==> src/rtl/fma_ui_pkg.sv <==
// Shared definitions for the BF16 FMA front-panel entry logic.
//
// Contents:
//   BF16_W, CURSOR_W, NUM_BTN   widths and button count
//   BTN_*                       bit positions of the buttons in the debounced vectors
//   ui_state_e                  operand-entry state; its encoding is driven out as op_sel
//   ui_action_e                 single arbitrated action per cycle
//   nibble_step()               +/-1 (mod 16) on one nibble of a word
package fma_ui_pkg;

    localparam int unsigned BF16_W   = 16;
    localparam int unsigned CURSOR_W = 2;
    localparam int unsigned NUM_BTN  = 5;

    localparam int unsigned BTN_RIGHT = 0;
    localparam int unsigned BTN_LEFT  = 1;
    localparam int unsigned BTN_DOWN  = 2;
    localparam int unsigned BTN_UP    = 3;
    localparam int unsigned BTN_ENTER = 4;

    typedef enum logic [1:0] {
        ENTER_A = 2'd0,
        ENTER_B = 2'd1,
        ENTER_C = 2'd2,
        DONE    = 2'd3
    } ui_state_e;

    typedef enum logic [2:0] {
        ACT_NONE,
        ACT_ENTER,
        ACT_UP,
        ACT_DOWN,
        ACT_LEFT,
        ACT_RIGHT
    } ui_action_e;

    // Increment or decrement nibble idx of word, wrapping within the nibble.
    function automatic logic [BF16_W-1:0] nibble_step(input logic [BF16_W-1:0]   word,
                                                      input logic [CURSOR_W-1:0] idx,
                                                      input logic                inc);
        logic [BF16_W-1:0] res;
        logic [3:0]        nib;
        res = word;
        nib = word[{idx, 2'b00} +: 4];
        nib = inc ? nib + 4'd1 : nib - 4'd1;
        res[{idx, 2'b00} +: 4] = nib;
        return res;
    endfunction

endpackage

==> src/rtl/btn_debounce.sv <==
// Single pushbutton conditioner: 2-FF synchronizer, mismatch counter, debounced
// level and a one-cycle press pulse on its rising edge.
//
// Ports:
//   clk_100MHz  in   system clock
//   reset       in   asynchronous, active-high
//   btn_raw     in   raw asynchronous button
//   btn_level   out  debounced (stable) level
//   btn_pulse   out  one-cycle pulse, DEBOUNCE_CYCLES+3 edges after a clean rise
module btn_debounce #(
    parameter int unsigned DEBOUNCE_CYCLES = 1_000_000
) (
    input  logic clk_100MHz,
    input  logic reset,
    input  logic btn_raw,
    output logic btn_level,
    output logic btn_pulse
);

    localparam int unsigned CNT_W = (DEBOUNCE_CYCLES > 1) ? $clog2(DEBOUNCE_CYCLES) : 1;
    localparam logic [CNT_W-1:0] LAST_CNT = CNT_W'(DEBOUNCE_CYCLES - 1);

    logic [1:0]       sync_q;
    logic [CNT_W-1:0] cnt_q, cnt_d;
    logic             stable_q, stable_d;
    logic             stable_dly_q;
    logic             armed_q;
    logic             pulse_q;

    always_comb begin
        cnt_d    = '0;
        stable_d = stable_q;
        if (sync_q[1] != stable_q) begin
            if (cnt_q == LAST_CNT) begin
                stable_d = sync_q[1];
            end else begin
                cnt_d = cnt_q + 1'b1;
            end
        end
    end

    // The synchronizer resets to "pressed" so a button held through reset never
    // looks like a fresh press; armed_q only sets once a genuine low is sampled.
    always_ff @(posedge clk_100MHz or posedge reset) begin
        if (reset) begin
            sync_q       <= 2'b11;
            cnt_q        <= '0;
            stable_q     <= 1'b0;
            stable_dly_q <= 1'b0;
            armed_q      <= 1'b0;
            pulse_q      <= 1'b0;
        end else begin
            sync_q       <= {sync_q[0], btn_raw};
            cnt_q        <= cnt_d;
            stable_q     <= stable_d;
            stable_dly_q <= stable_q;
            armed_q      <= armed_q | ~sync_q[1];
            pulse_q      <= stable_q & ~stable_dly_q & armed_q;
        end
    end

    assign btn_level = stable_q;
    assign btn_pulse = pulse_q;

endmodule

==> src/rtl/operand_entry_ctrl.sv <==
// Front-panel operand entry for the BF16 FMA demo. Five debounced buttons edit a
// 16-bit hex word nibble by nibble; enter commits A, B then C and fires start.
// edit_data/disp_write follow the hex display's data_in/dm_write format.
//
// Build option: define ENTRY_AUTOREPEAT_EN to auto-repeat held up/down buttons
// (first repeat HOLD_CYCLES after the press, then every REPEAT_CYCLES).
//
// Ports:
//   clk_100MHz, reset            clock; asynchronous active-high reset
//   btn_up/down/left/right/enter raw buttons
//   edit_data   out  word under edit
//   disp_write  out  strobe in the cycle edit_data takes a new value
//   cursor      out  nibble index under edit (0 = bits 3:0)
//   op_sel      out  0 = A, 1 = B, 2 = C, 3 = done
//   op_a/b/c    out  committed operands
//   start       out  one-cycle pulse after op_c is committed
module operand_entry_ctrl
    import fma_ui_pkg::*;
#(
    parameter int unsigned DEBOUNCE_CYCLES = 1_000_000,
    parameter int unsigned HOLD_CYCLES     = 50_000_000,
    parameter int unsigned REPEAT_CYCLES   = 10_000_000
) (
    input  logic                clk_100MHz,
    input  logic                reset,
    input  logic                btn_up,
    input  logic                btn_down,
    input  logic                btn_left,
    input  logic                btn_right,
    input  logic                btn_enter,
    output logic [BF16_W-1:0]   edit_data,
    output logic                disp_write,
    output logic [CURSOR_W-1:0] cursor,
    output logic [1:0]          op_sel,
    output logic [BF16_W-1:0]   op_a,
    output logic [BF16_W-1:0]   op_b,
    output logic [BF16_W-1:0]   op_c,
    output logic                start
);

    logic [NUM_BTN-1:0] btn_raw, btn_level, deb_pulse, press_pulse;

    assign btn_raw = {btn_enter, btn_up, btn_down, btn_left, btn_right};

    for (genvar i = 0; i < NUM_BTN; i++) begin : g_deb
        btn_debounce #(
            .DEBOUNCE_CYCLES(DEBOUNCE_CYCLES)
        ) u_deb (
            .clk_100MHz(clk_100MHz),
            .reset     (reset),
            .btn_raw   (btn_raw[i]),
            .btn_level (btn_level[i]),
            .btn_pulse (deb_pulse[i])
        );
    end

`ifdef ENTRY_AUTOREPEAT_EN
    logic [1:0] rep_fire;

    for (genvar r = 0; r < 2; r++) begin : g_rep
        localparam int unsigned IDX = (r == 0) ? BTN_UP : BTN_DOWN;
        logic [31:0] rep_cnt_q;
        logic        rep_first_q;
        logic [31:0] limit;

        // rep_cnt_q counts cycles since the last (initial or repeated) pulse; 0 = idle.
        assign limit       = rep_first_q ? HOLD_CYCLES : REPEAT_CYCLES;
        assign rep_fire[r] = btn_level[IDX] && (rep_cnt_q == limit);

        always_ff @(posedge clk_100MHz or posedge reset) begin
            if (reset) begin
                rep_cnt_q   <= '0;
                rep_first_q <= 1'b1;
            end else if (!btn_level[IDX]) begin
                rep_cnt_q   <= '0;
                rep_first_q <= 1'b1;
            end else if (deb_pulse[IDX]) begin
                rep_cnt_q   <= 32'd1;
                rep_first_q <= 1'b1;
            end else if (rep_fire[r]) begin
                rep_cnt_q   <= 32'd1;
                rep_first_q <= 1'b0;
            end else if (rep_cnt_q != '0) begin
                rep_cnt_q   <= rep_cnt_q + 32'd1;
            end
        end
    end

    always_comb begin
        press_pulse         = deb_pulse;
        press_pulse[BTN_UP]   = deb_pulse[BTN_UP] | rep_fire[0];
        press_pulse[BTN_DOWN] = deb_pulse[BTN_DOWN] | rep_fire[1];
    end
`else
    assign press_pulse = deb_pulse;

    logic unused_repeat;
    assign unused_repeat = ^{btn_level, HOLD_CYCLES, REPEAT_CYCLES};
`endif

    // One action per cycle: enter > up > down > left > right.
    ui_action_e act;

    always_comb begin
        act = ACT_NONE;
        if (press_pulse[BTN_ENTER]) begin
            act = ACT_ENTER;
        end else if (press_pulse[BTN_UP]) begin
            act = ACT_UP;
        end else if (press_pulse[BTN_DOWN]) begin
            act = ACT_DOWN;
        end else if (press_pulse[BTN_LEFT]) begin
            act = ACT_LEFT;
        end else if (press_pulse[BTN_RIGHT]) begin
            act = ACT_RIGHT;
        end
    end

    ui_state_e           state_q, state_d;
    logic [BF16_W-1:0]   edit_q, edit_d;
    logic [CURSOR_W-1:0] cursor_q, cursor_d;
    logic [BF16_W-1:0]   op_a_q, op_a_d, op_b_q, op_b_d, op_c_q, op_c_d;
    logic                disp_write_q, disp_write_d;
    logic                start_q, start_d;

    always_ff @(posedge clk_100MHz or posedge reset) begin
        if (reset) begin
            state_q <= ENTER_A;
        end else begin
            state_q <= state_d;
        end
    end

    always_comb begin
        state_d = state_q;
        if (act == ACT_ENTER) begin
            unique case (state_q)
                ENTER_A: state_d = ENTER_B;
                ENTER_B: state_d = ENTER_C;
                ENTER_C: state_d = DONE;
                DONE:    state_d = ENTER_A;
                default: state_d = ENTER_A;
            endcase
        end
    end

    always_comb begin
        edit_d       = edit_q;
        cursor_d     = cursor_q;
        op_a_d       = op_a_q;
        op_b_d       = op_b_q;
        op_c_d       = op_c_q;
        disp_write_d = 1'b0;
        start_d      = 1'b0;
        case (act)
            ACT_ENTER: begin
                disp_write_d = 1'b1;
                cursor_d     = '0;
                unique case (state_q)
                    ENTER_A: begin
                        op_a_d = edit_q;
                        edit_d = op_b_q;
                    end
                    ENTER_B: begin
                        op_b_d = edit_q;
                        edit_d = op_c_q;
                    end
                    ENTER_C: begin
                        // edit_data keeps the just-committed op_c on display.
                        op_c_d  = edit_q;
                        start_d = 1'b1;
                    end
                    DONE: begin
                        edit_d = op_a_q;
                    end
                    default: ;
                endcase
            end
            ACT_UP: begin
                if (state_q != DONE) begin
                    edit_d       = nibble_step(edit_q, cursor_q, 1'b1);
                    disp_write_d = 1'b1;
                end
            end
            ACT_DOWN: begin
                if (state_q != DONE) begin
                    edit_d       = nibble_step(edit_q, cursor_q, 1'b0);
                    disp_write_d = 1'b1;
                end
            end
            ACT_LEFT: begin
                if (state_q != DONE) begin
                    cursor_d = cursor_q + 1'b1;
                end
            end
            ACT_RIGHT: begin
                if (state_q != DONE) begin
                    cursor_d = cursor_q - 1'b1;
                end
            end
            default: ;
        endcase
    end

    always_ff @(posedge clk_100MHz or posedge reset) begin
        if (reset) begin
            edit_q       <= '0;
            cursor_q     <= '0;
            op_a_q       <= '0;
            op_b_q       <= '0;
            op_c_q       <= '0;
            disp_write_q <= 1'b0;
            start_q      <= 1'b0;
        end else begin
            edit_q       <= edit_d;
            cursor_q     <= cursor_d;
            op_a_q       <= op_a_d;
            op_b_q       <= op_b_d;
            op_c_q       <= op_c_d;
            disp_write_q <= disp_write_d;
            start_q      <= start_d;
        end
    end

    assign edit_data  = edit_q;
    assign disp_write = disp_write_q;
    assign cursor     = cursor_q;
    assign op_sel     = state_q;
    assign op_a       = op_a_q;
    assign op_b       = op_b_q;
    assign op_c       = op_c_q;
    assign start      = start_q;

endmodule
==> config.mk <==
export PLATFORM = sky130hd
export DESIGN_NAME = operand_entry_ctrl
export DESIGN_NICKNAME = d
export VERILOG_FILES = /design/src/rtl/fma_ui_pkg.sv /design/src/rtl/btn_debounce.sv /design/src/rtl/operand_entry_ctrl.sv
export SDC_FILE = /design/constraint.sdc
export NUM_CORES = 1
export LEC_CHECK = 0
export ABC_AREA = 1
export BUFFER_PORTS_ARGS = -buffer_cell sky130_fd_sc_hd__clkbuf_2
export CAP_MARGIN = 20
export CORE_UTILIZATION = 40
export CTS_BUF_LIST = sky130_fd_sc_hd__clkbuf_4 sky130_fd_sc_hd__clkbuf_8
export CTS_CLUSTER_SIZE = 10
export DETAILED_ROUTE_END_ITERATION = 7
export HOLD_SLACK_MARGIN = 0.02
export PLACE_DENSITY = 0.66
export SYNTH_ARGS = -nofsm -noshare
export SYNTH_HDL_FRONTEND = slang
export SYNTH_SLANG_ARGS = --single-unit
==> constraint.sdc <==
create_clock -name clk_100MHz -period 7.22 [get_ports clk_100MHz]
set_clock_uncertainty 0.05 [all_clocks]
set_input_delay 1.083 -clock clk_100MHz [delete_from_list [all_inputs] [get_ports clk_100MHz]]
set_output_delay 1.083 -clock clk_100MHz [all_outputs]
set_load 0.02 [all_outputs]
==> results.md, run 1 <==
- The number of top-level pins is 77.
- Sequential cells were found to cover 51.2% of the synthesized design area.
- The detailed router's first-iteration violation count is 542.
- The final critical-path share of the clock period is 39.9%.
- At the worst endpoint, the required time is 7.53 ns.
- Clock-pin slew was measured on the worst setup and hold paths at 0.12 ns.
- Input and output buffers added on the ports amount to 76.
- Net switching is 24.2% of the power.
- Using the TritonRoute via totals, the vias-per-cell ratio works out to 5.02.
- Synthesis instantiated 47 different standard cells from the library.
- For this design, the sink count on the clock tree is 200.
- The final wirelength is 22.2 mm.
- The fraction of power consumed by the clock network is 38.5%.
- After clock tree synthesis, the setup repair step added 0 buffers.
- Based on the critical path, the design can be clocked at up to 347 MHz.
- The number of global-route vias before repair was 7392.
- The initial antenna violation count was 0.
- The number of standard cells in the final layout excluding fillers is 1584.
- The CTS H-tree depth is 4.
- The number of nets handed over by synthesis was 1204.
- Of the total synthesized cell area, the portion taken by full adders, half adders and majority gates is 2.04%.
- The class of the tightest hold or removal check is reg2reg.
- In the final layout, the share of cells above drive strength 1 is 12.6%.
- Dividing total power by cell area gives a power density of 177 mW/mm^2.
- The final period demand of the worst path is 2.88 ns.
- Setup repair after global routing left no endpoint under its margin.
- The total internal power is 1460 uW.
- TritonCTS built the clock tree.
- The biggest fanout along the worst timing path is 18.
- The clock root buffer is clkbuf_8.
- The number of routed nets with antenna violations is 0.
- The count of final max-slew check failures came to 0.
- The compound-cell area share of the yosys netlist is 9.01%.
- The overall fraction of global-route tracks in use is 18.9%.
- The vertical die dimension is 158 um.
- After synthesis, the largest family of logic cells by area is simple AND/OR/NAND/NOR gates.
- Of the total power, combinational logic draws 2.6%.
- For this design, the CTS-stage hold fixing added 0 buffers.
- The part of the total power dissipated in sequential elements is 58.9%.
- The half-perimeter wire length after placement is 15.9 mm.
- The floorplan die width is 158 um.
- Relative to the synthesized area, the layout overhead comes to 11.2%.
- Summed over all layers, the global routing overflow is 0.
- Counting flops and latches in the post-synthesis netlist gives 200.
- In this run the static leakage power is 0.00503 uW.
- Adding up every negative setup slack in the final design gives 0 ns.
- The congestion estimate from routability-driven global placement came to 0.899.
- For this configuration, the core starts out at a cell density of 41.2%.
- In the synthesized netlist the dominant register cell turns out to be dfrtp_1.
- Once the clock tree was built, the resizer swapped 0 gates to a different size.
- In this run, CTS created clock tree buffers numbering 17.
- The number of nets in the final layout is 1275.
- Synthesis produced 1181 cells.
- The first global-routing pass estimated 37.0 mm of wire.
- By area the synthesized netlist is led by dfrtp_1 (49%), nand2_1 (11%), inv_1 (5.4%).
- The arrival time at the worst endpoint is 3.19 ns.
- The count of synthesis-stage warnings from yosys is 0.
- The total die area is 0.0251 mm^2.
- The region available for standard cell placement spans 0.0238 mm^2.
- The number of endpoints failing setup at the final stage is 0.
- Headroom to the max-slew limit came out at 32.2%.
- The xor/xnor share of the synthesized area is 3.37%.
- The average size of a mapped cell is 8.29 um^2.
- The transition at the pin with the smallest max-transition slack is 1.01 ns.
- By startpoint and endpoint, the worst setup path is classified as reg2reg.
- Of the post-synthesis cell area, the part taken by muxes is 0.575%.
- The maximum clock insertion buffer count is 2.
- Yosys mapped a number of flops with a built-in enable equal to 0.
- VDD sags by at most 0.0000902 V.
- The run finished with clean final reports.
- For this design the total switching power over the nets is 468 uW.
- In the routed design, unresolved DRC markers number 0.
- The routed wirelength normalized by instance count is 14.0 um.
- The cell area after synthesis is 0.00979 mm^2.
- The tool flagged a number of max-cap violations equal to 0.
- The clock insertion delay at the later pin of the skew report is 0.48 ns.
- The floorplan has 56 rows.
- Of all cell types, the one taking the most synthesized area is dfrtp_1.
- The basic-gate share of the synthesized area counting and, or, nand and nor cells is 26.8%.
- Of the post-synthesis cell area, the dominant cell type holds 48.5%.
- The total number of vias is 7956.
- The proportion of register bits with asynchronous set or reset after synthesis is 100%.
- The critical path capture point type is a register.
- Before antenna repair, the detailed router went through 5 iterations.
- The number of diodes added for antenna fixing is 0.
- The launching element type of the critical path is a register.
- The maximum number of pins on one net before global-route repair is 136.
- The cell count after placement is 1552.
- The final-report hold violation count was 0.
- The count of fill cells added during filler insertion is 2336.
[power by group through the flow]
stage	registers (uW)	logic [uW]	clock network [uW]
after global placement	1160	51.1	0
final	1140	49.6	745
after global routing	1140	60.5	815
after CTS	1140	52.0	771
after floorplan	1160	37.4	0
after detailed placement	1160	51.9	0
[worst max-delay path, stage by stage (launching register included)]
cell and delay [ns]:
dfrtp_1 0.41, inv_1 0.10, ha_1 0.46, nor2_2 0.73, inv_1 0.10, o21ai_1 0.17, nand2_2 0.23, inv_2 0.29
a41o_1 0.15, o22ai_1 0.07
[cell usage in the layout (no fill, tap or decap), types with 3 or more instances in the layout]
| cell type | netlist | layout |
|---|---|---|
| a21oi_1 | 47 | 47 |
| xnor2_1 | 10 | 10 |
| dfstp_2 | 10 | 10 |
| and3_1 | 5 | 5 |
| nor4_1 | 12 | 12 |
| clkinv_4 | 0 | 4 |
| inv_2 | 3 | 3 |
| dfrtp_1 | 190 | 190 |
| nand2_1 | 275 | 275 |
| o21ai_0 | 90 | 90 |
| nor3_2 | 9 | 9 |
| nand2_2 | 5 | 5 |
| inv_1 | 142 | 141 |
| inv_8 | 0 | 4 |
| a211oi_1 | 3 | 3 |
| nor3b_1 | 7 | 7 |
| xor2_1 | 24 | 24 |
| o21ai_1 | 3 | 3 |
| ha_1 | 16 | 16 |
| clkbuf_8 | 0 | 17 |
| nor2_2 | 8 | 8 |
| clkbuf_2 | 1 | 76 |
| mux2_2 | 5 | 5 |
| a31oi_1 | 8 | 8 |
| nor2_1 | 112 | 112 |
| o22ai_1 | 3 | 3 |
| inv_6 | 0 | 3 |
| nand3_1 | 74 | 74 |
| nor3_1 | 44 | 44 |
| nand4_1 | 27 | 27 |
[state kept, by name, indices dropped and copies added, names as in the netlist]
name / count
op_b: 16
op_a: 16
g_deb.u_deb.sync_q: 10
cursor: 2
op_c: 16
g_deb.u_deb.armed_q: 5
g_deb.u_deb.stable_dly_q: 5
op_sel: 2
disp_write: 1
g_deb.u_deb.btn_level: 5
g_deb.u_deb.cnt_q: 100
g_deb.u_deb.btn_pulse: 5
start: 1
edit_data: 16
[cell families (layout without fill, tap and decap cells)]
| kind of cell | Yosys count | in the layout |
|---|---|---|
| AO/OA/AOI/OAI | 165 | 165 |
| XOR/XNOR | 36 | 36 |
| adder cells (fa/ha/maj) | 16 | 16 |
| buffers and inverters | 173 | 257 |
| flip-flops | 200 | 200 |
| multiplexers | 5 | 5 |
| AND/OR/NAND/NOR | 586 | 586 |
[final timing paths]
check / startpoint / endpoint / slack, ns / cells past startpoint
max reg2reg: op_sel[1] / edit_data[12] / 4.34 / 9
max in group asynchronous: reset / edit_data[11] / 5.02 / 3
min in group asynchronous: reset / g_deb[1].u_deb.cnt_q[1] / 0.73 / 2
max: op_sel[1] / edit_data[12] / 4.34 / 9
min reg2reg: g_deb[0].u_deb.sync_q[0] / g_deb[0].u_deb.sync_q[1] / 0.31 / 0
min: g_deb[0].u_deb.sync_q[0] / g_deb[0].u_deb.sync_q[1] / 0.31 / 0
[synth_stat cells, drive strengths merged (11+ instances only)]
cell type	count
dfrtp	190
buf	11
nor3	53
ha	16
nor4	14
nand2	281
xor2	26
nand4	27
o21ai	93
nor2	120
nand3	76
a21oi	47
inv	146
clkbuf	15
[stage by stage]
step	util (%)	cell area [um^2]	total power, uW	hold slack, ns	setup WS [ns]
after floorplan	-	9790	1200	0.295	0.650
after global placement	44.1	10500	1210	0.296	4.37
after detailed placement	44.1	10500	1210	0.298	4.37
after CTS	45.8	10900	1960	0.313	4.35
after global routing	45.8	10900	2020	0.317	4.02
final	45.8	10900	1930	0.312	4.34
[routing by layer]
layer	track usage [%]	wire length, um	vias to the layer above
met5	0	0	-
met4	6.73	514	0
met3	3.10	936	34
met2	31.1	10500	191
met1	25.0	10300	3744
li1	-	-	3987
[final cells by class]
class,count,area (um^2),area share [%]
inverters,147,562,5.16
flip-flops and latches,200,5020,46.1
clock buffers,17,234,2.15
clock inverters,15,186,1.71
multi-input cells,808,4100,37.6
well taps,319,399,3.67
repair buffers,78,395,3.63
Note: power is estimated with default switching activity, not from simulation.
==> run 2: changes to the inputs <==
PLACE_DENSITY = 0.68   (was 0.66)
clock period = 2.3 ns   (was 7.22 ns; I/O delays follow)
==> run 2 against run 1 <==
  * Setup slack worse by 4.1 ns
  * Clock-buffer cell count up 4
  * Power rose to 3.1 times the previous value
  * Global-route usage up 0.36 points
  * Die area unchanged
  * Register-to-register slack worse by 4.1 ns
  * Sequential share of layout area down 1.5 points
  * Largest power group unchanged
  * Flip-flop and latch count unchanged
==> results.md, run 2 (synthesis gave the netlist of run 1 again) <==
- The maximum number of pins on one net before global-route repair is 58 (was 136).
- The maximum clock insertion buffer count is 2 (unchanged).
- The number of vias per cell after detailed routing is 5.04 (was 5.02).
- The launching element type of the critical path was a register (unchanged).
- The wire length of the first global-routing pass is 38.0 mm (was 37.0 mm).
- The last weighted congestion value of the routability-driven placer came to 0.950 (was 0.899).
- The overall fraction of global-route tracks in use is 19.2% (was 18.9%).
- The CTS H-tree depth is 4 (unchanged).
- The critical path capture point type is a register (unchanged).
- The area of the multi-input gates is 0.00411 mm^2 (was 0.00410 mm^2).
- The cell count after placement was 1591 (was 1552).
- The total number of vias is 8207 (was 7956).
- The final wirelength is 22.8 mm (was 22.2 mm).
- The final period demand of the worst path is 2.10 ns (was 2.88 ns).
- The floorplan die width came to 158 um (unchanged).
- The final setup TNS came to 0 ns (unchanged).
- The total internal power was 4550 uW (was 1460 uW).
- The most frequent standard cell in the layout excluding fill and tap cells is nand2_1 (unchanged).
- The detailed router's first-iteration violation count is 642 (was 542).
- The area added between synthesis and finish is 15.1% (was 11.2%).
- The global-route congestion overflow total is 0 (unchanged).
- The half-perimeter wire length after placement came to 17.0 mm (was 15.9 mm).
- The transition at the pin with the smallest max-transition slack is 0.622 ns (was 1.01 ns).
- The launching point of the worst reg2reg path is cursor[0] (was op_sel[1]).
- The flop-to-flop setup slack came to 0.20 ns (was 4.34 ns).
- The flip-flop count of the largest register after layout came to 100 (unchanged).
- The number of routed nets with antenna violations is 0 (unchanged).
- Most frequent cells in the layout: nand2_1 (275), dfrtp_1 (188), inv_1 (140) (was nand2_1 (275), dfrtp_1 (190), inv_1 (141)).
- The buffers inserted during post-CTS setup optimization is 0 (unchanged).
- The number of diodes added for antenna fixing is 0 (unchanged).
- The vertical die dimension came to 158 um (unchanged).
- The biggest fanout along the worst timing path is 5 (was 18).
- The met1 layer wirelength in the final routing is 10.5 mm (was 10.3 mm).
- The power per standard cell area was 529 mW/mm^2 (was 177 mW/mm^2).
- The initial antenna violation count was 0 (unchanged).
- The arrival time at the worst endpoint is 2.43 ns (was 3.19 ns).
- The register bank with the most flops is g_deb.u_deb.cnt_q (unchanged).
- The switching share of total power is 23.6% (was 24.2%).
- The share of final-layout standard cells stronger than drive strength 1 came to 15.6% (was 12.6%).
- The routed wirelength normalized by instance count is 14.0 um (about the same).
- The count of final max-slew check failures is 0 (unchanged).
- The highest routed metal layer is met4 (unchanged).
- The number of core rows is 56 (unchanged).
- The clock insertion delay at the later pin of the skew report was 0.47 ns (was 0.48 ns).
- The clock root buffer is clkbuf_8 (unchanged).
- The count of fill cells added during filler insertion is 2265 (was 2336).
- The number of nets in the final layout was 1320 (was 1275).
- The routed length on met3 is 946 um (was 936 um).
- The required arrival time at the worst endpoint is 2.62 ns (was 7.53 ns).
- The number of port buffers was 76 (unchanged).
- Outcome: completed (unchanged).
- The number of CTS-inserted buffers came to 17 (unchanged).
- The clock transition at the register clock pins on the worst setup and hold paths after CTS came to 0.09 ns (was 0.12 ns).
- The switching power total is 1400 uW (was 468 uW).
- The leakage power total is 0.00525 uW (was 0.00503 uW).
- The number of endpoints failing setup at the final stage is 0 (unchanged).
- The fraction of power consumed by the clock network was 36.9% (was 38.5%).
- The detailed-routing iteration count for the pre-antenna-repair pass is 5 (unchanged).
- The critical setup path kind is reg2reg (unchanged).
- The beginning of the worst hold path is g_deb[4].u_deb.sync_q[0] (was g_deb[0].u_deb.sync_q[0]).
- The depth of the worst hold-timing path is 0 (unchanged).
- The maximum operating frequency is 475 MHz (was 347 MHz).
- The final critical-path share of the clock period is 91.5% (was 39.9%).
- The final-report hold violation count came to 0 (unchanged).
- The area of all sequential standard cells is 0.00502 mm^2 (about the same).
- The normalized max-slew margin is 58.5% (was 32.2%).
- The max-cap violation count is 0 (unchanged).
- The number of standard cells in the final layout excluding fillers is 1629 (was 1584).
- The worst IR drop on VDD is 0.000294 V (was 0.0000902 V).
- The count of cells along the worst register-to-register path is 12 (was 9).
- The area inside the core boundary came to 0.0238 mm^2 (unchanged).
- The class of the tightest hold or removal check is reg2reg (unchanged).
- The number of global-route vias before repair is 7714 (was 7392).
- The CTS tree is yes (unchanged).
- The combinational share of power is 3.1% (was 2.6%).
- The clock sink count is 200 (unchanged).
- The number of DRC violations after detailed routing is 0 (unchanged).
- The part of the total power dissipated in sequential elements is 59.9% (was 58.9%).
- Unrepaired setup endpoints after global routing: no (unchanged).
- The share of the core filled with cells in the final layout was 47.4% (was 45.8%).
- The launch point of the critical path is cursor[0] (was op_sel[1]).
- The initial standard-cell utilization of the core is 41.2% (unchanged).
- The total die area is 0.0251 mm^2 (unchanged).
- The met2 layer wire length in the routed design is 10.9 mm (was 10.5 mm).
- The number of top-level pins is 77 (unchanged).
-- run 2: changes by cell type in the layout (fill, tap and decap cells not counted), moves of 2 or more --
| cell | change |
|---|---|
| dfrtp_1 | -2 |
| clkinv_2 | +2 |
| clkbuf_4 | +3 |
| buf_12 | +4 |
| nor3_2 | +2 |
| buf_4 | +35 |
| dlygate4sd3_1 | +6 |
| inv_8 | -2 |
| nor3_1 | -2 |
| dfrtp_2 | +2 |
| clkinv_4 | -3 |
-- run 2: area by class of cell --
type	count	share of cell area (%)
clock inverters	11	0.999
flip-flops and latches	200	44.5
repair buffers	123	7.08
well taps	319	3.54
multi-input cells	808	36.5
inverters	147	4.95
clock buffers	21	2.40
-- run 2: metrics by stage --
step / hold WS, ns / setup WS [ns] / instance area (um^2) / power (uW)
6_report: 0.311 / 0.196 / 11300 / 5960
5_1_grt: 0.321 / 0.00999 / 11300 / 6200
4_1_cts: 0.313 / 0.142 / 11300 / 6030
3_5_place_dp: 0.298 / 0.161 / 10800 / 3830
3_3_place_gp: 0.298 / 0.165 / 10800 / 3820
2_1_floorplan: 0.295 / -0.675 / 9800 / 3750
-- run 2: routing by layer --
| metal | GRT usage [%] | up-vias |
|---|---|---|
| li1 | - | 4080 |
| met1 | 24.8 | 3914 |
| met2 | 32.5 | 185 |
| met3 | 3.54 | 28 |
| met4 | 6.23 | 0 |
| met5 | 0 | - |
-- run 2: final timing paths --
path / end
worst min-delay path: g_deb[4].u_deb.sync_q[1]
worst min register to register: g_deb[4].u_deb.sync_q[1]
worst max-delay path: edit_data[9]
min in group asynchronous: g_deb[3].u_deb.cnt_q[11]
worst max register to register: edit_data[9]
max in group asynchronous: op_a[14]
-- run 2: critical path: stages (launching register included) --
cell and delay, ns:
dfrtp_2 0.45, buf_4 0.16, nand2_1 0.06, nand3_1 0.07, nand2_1 0.10, inv_2 0.07
ha_1 0.32, xor2_1 0.16, nor3_2 0.17, nand3_1 0.10, o31ai_1 0.08, a22oi_1 0.09
o21ai_0 0.16
-- run 2: timing repair --
| item | in CTS | in global routing |
|---|---|---|
| endpoints found under the setup margin | 0 | 5 |
| hold buffers | 6 | 0 |
| gates resized for setup | 0 | 6 |
| endpoints found under the hold margin | 18 | 0 |
-- run 2: power groups by stage --
stage | sequential [uW] | combinational (uW) | clock, uW
floorplan | 3640 | 118 | 0
global placement | 3640 | 185 | 0
detailed placement | 3640 | 186 | 0
CTS | 3570 | 195 | 2260
global route | 3580 | 221 | 2410
finish | 3570 | 187 | 2200
==> run 3: changes to the inputs <==
CORE_UTILIZATION = 25   (was 40)
PLACE_DENSITY = 0.5   (was 0.68)
==> run 3 against run 2 <==
  * Global-route usage is 6.3 points lower
  * Register-to-register slack about the same
  * Non-clock buffer count rose by 3
  * First-iteration DRC count decreased by 27%
  * Highest routed layer unchanged
==> results.md, run 3 (synthesis gave the netlist of run 1 again) <==
- The area added between synthesis and finish is 17.5% (was 15.1%).
- The number of top-level pins is 77 (unchanged).
- The wire length of the first global-routing pass is 40.4 mm (was 38.0 mm).
- The overall fraction of global-route tracks in use is 12.9% (was 19.2%).
- The required arrival time at the worst endpoint is 2.66 ns (was 2.62 ns).
- Unrepaired setup endpoints after global routing: no (unchanged).
- The detailed-routing iteration count for the pre-antenna-repair pass is 5 (unchanged).
- The maximum clock insertion buffer count is 2 (unchanged).
- The area inside the core boundary is 0.0386 mm^2 (was 0.0238 mm^2).
- The global-route congestion overflow total was 0 (unchanged).
- The vertical die dimension came to 200 um (was 158 um).
- The share of final-layout standard cells stronger than drive strength 1 is 15.6% (about the same).
- The flip-flop count of the largest register after layout is 100 (unchanged).
- The arrival time at the worst endpoint is 2.47 ns (was 2.43 ns).
- The cell count after placement is 1793 (was 1591).
- The detailed router's first-iteration violation count came to 470 (was 642).
- The register bank with the most flops is g_deb.u_deb.cnt_q (unchanged).
- The final setup TNS is 0 ns (unchanged).
- The final wirelength came to 24.5 mm (was 22.8 mm).
- The final critical-path share of the clock period is 91.4% (was 91.5%).
- Critical Path, Cell by Cell: inv_2 > buf_4 > ha_1 > inv_1 > nor2_1 > a31oi_1 > a211oi_1 > nor3_1 > a21oi_1 (was buf_4 > nand2_1 > nand3_1 > nand2_1 > inv_2 > ha_1 > xor2_1 > nor3_2 > nand3_1 > o31ai_1 > a22oi_1 > o21ai_0).
- The number of DRC violations after detailed routing came to 0 (unchanged).
- The launching point of the worst reg2reg path is cursor[1] (was cursor[0]).
- The class of the tightest hold or removal check was reg2reg (unchanged).
- The number of port buffers is 76 (unchanged).
- The final period demand of the worst path is 2.10 ns (about the same).
- The CTS tree was yes (unchanged).
- The buffers inserted during post-CTS setup optimization is 0 (unchanged).
- The clock root buffer was clkbuf_8 (unchanged).
- The cell at the slowest stage of the critical path is dfrtp_1 (was dfrtp_2).
- The beginning of the worst hold path is g_deb[1].u_deb.sync_q[0] (was g_deb[4].u_deb.sync_q[0]).
- The share of the core filled with cells in the final layout is 29.8% (was 47.4%).
- The maximum operating frequency is 476 MHz (was 475 MHz).
- The number of endpoints failing setup at the final stage was 0 (unchanged).
- The CTS H-tree depth is 4 (unchanged).
- The launching element type of the critical path is a register (unchanged).
- The critical path capture point type is a register (unchanged).
- The delay of the slowest cell on the worst path came to 0.43 ns (was 0.45 ns).
- Most frequent cells in the layout: nand2_1 (275), dfrtp_1 (189), inv_1 (141) (was nand2_1 (275), dfrtp_1 (188), inv_1 (140)).
- The total die area is 0.0400 mm^2 (was 0.0251 mm^2).
- The transition at the pin with the smallest max-transition slack came to 0.543 ns (was 0.622 ns).
- The worst IR drop on VDD is 0.000418 V (was 0.000294 V).
- The number of vias per cell after detailed routing is 4.42 (was 5.04).
- The last weighted congestion value of the routability-driven placer is 0.892 (was 0.950).
- The count of final max-slew check failures is 0 (unchanged).
- The number of routed nets with antenna violations came to 0 (unchanged).
- The number of global-route vias before repair was 7706 (was 7714).
- The floorplan die width came to 200 um (was 158 um).
- The max-cap violation count was 0 (unchanged).
- The final-report hold violation count came to 0 (unchanged).
- The normalized max-slew margin is 63.8% (was 58.5%).
- The biggest fanout along the worst timing path is 6 (was 5).
- The number of core rows is 72 (was 56).
- The number of nets in the final layout is 1323 (was 1320).
- The count of fill cells added during filler insertion came to 4155 (was 2265).
- The critical setup path kind is reg2reg (unchanged).
- The clock insertion delay at the later pin of the skew report is 0.49 ns (was 0.47 ns).
- The initial standard-cell utilization of the core is 25.3% (was 41.2%).
- The maximum number of pins on one net before global-route repair is 99 (was 58).
- The clock sink count is 200 (unchanged).
- The leakage power total is 0.00524 uW (was 0.00525 uW).
- The clock transition at the register clock pins on the worst setup and hold paths after CTS is 0.10 ns (was 0.09 ns).
- The routed wirelength normalized by instance count is 13.4 um (was 14.0 um).
- The launch point of the critical path is cursor[1] (was cursor[0]).
- The half-perimeter wire length after placement was 18.1 mm (was 17.0 mm).
- The most frequent standard cell in the layout excluding fill and tap cells is nand2_1 (unchanged).
- The number of standard cells in the final layout excluding fillers was 1831 (was 1629).
- The number of CTS-inserted buffers was 17 (unchanged).
- The total number of vias is 8090 (was 8207).
- The initial antenna violation count came to 0 (unchanged).
- The power per standard cell area was 515 mW/mm^2 (was 529 mW/mm^2).
- Outcome: completed (unchanged).
==> run 3: changes by cell type in the layout (fill, tap and decap cells not counted), sizes merged <==
cell / delta
clkinvlp: +1
diode: +1
inv: -3
clkinv: +1
buf: +3
==> run 3: worst paths after layout <==
kind,to,slack (ns),cells after the start
setup reg to reg,edit_data[8],0.20,9
setup / recovery,edit_data[8],0.20,9
hold reg to reg,g_deb[1].u_deb.sync_q[1],0.31,0
max in group asynchronous,g_deb[4].u_deb.cnt_q[6],1.23,4
min in group asynchronous,g_deb[1].u_deb.cnt_q[17],0.47,4
hold / removal,g_deb[1].u_deb.sync_q[1],0.31,0
==> run 3: where the power goes <==
| part | leakage, uW | switching (uW) | internal [uW] |
|---|---|---|---|
| clock network | 0.000180 | 1270 | 905 |
| logic | 0.00234 | 130 | 52.2 |
| registers | 0.00272 | 20.3 | 3550 |
| total | 0.00524 | 1420 | 4510 |
==> run 3: layer usage <==
| metal | share of wire, % | wire length (um) | up-vias | global-route usage [%] |
|---|---|---|---|---|
| met5 | 0 | 0 | - | 0 |
| met4 | 0.95 | 232 | 0 | 3.73 |
| met3 | 2.8 | 693 | 19 | 2.27 |
| met2 | 46 | 11400 | 132 | 20.3 |
| met1 | 50 | 12200 | 3852 | 18.0 |
| li1 | - | - | 4087 | - |
==> run 3: worst max-delay path, delay by kind of cell, from the launching register on <==
family / cells / cell delay, ns
adders and majority gates: 1 / 0.33
buffers and inverters: 3 / 0.29
AOI/OAI and AO/OA: 3 / 0.51
DFF: 1 / 0.43
and+or+nand+nor: 2 / 0.42
==> run 3: final cells by class <==
cell class                 instances  area, um^2  area share, %
sequential                       200        5020           43.6
multi-input combinational        808        4110           35.7
timing repair buffer             126         808           7.02
tap                              518         648           5.63
inverter                         147         558           4.85
clock buffer                      21         264           2.29
clock inverter                    10        97.6          0.848
antenna                            1        2.50         0.0217
==> run 3: through the flow <==
stage,total power [uW],hold slack [ns],worst slack (ns),cell area (um^2)
after floorplan,3750,0.295,-0.675,9800
final,5930,0.307,0.199,11500
after CTS,6050,0.314,0.0333,11500
after detailed placement,3820,0.298,0.0599,11100
after global placement,3820,0.297,0.102,11100
after global routing,6200,0.314,0.0223,11500
==> run 3: what timing repair did <==
| action | in CTS | in global routing |
|---|---|---|
| resized for setup | 0 | 4 |
| hold endpoints to repair | 95 | 0 |
| endpoints found under the setup margin | 0 | 6 |
| hold buffers | 6 | 0 |
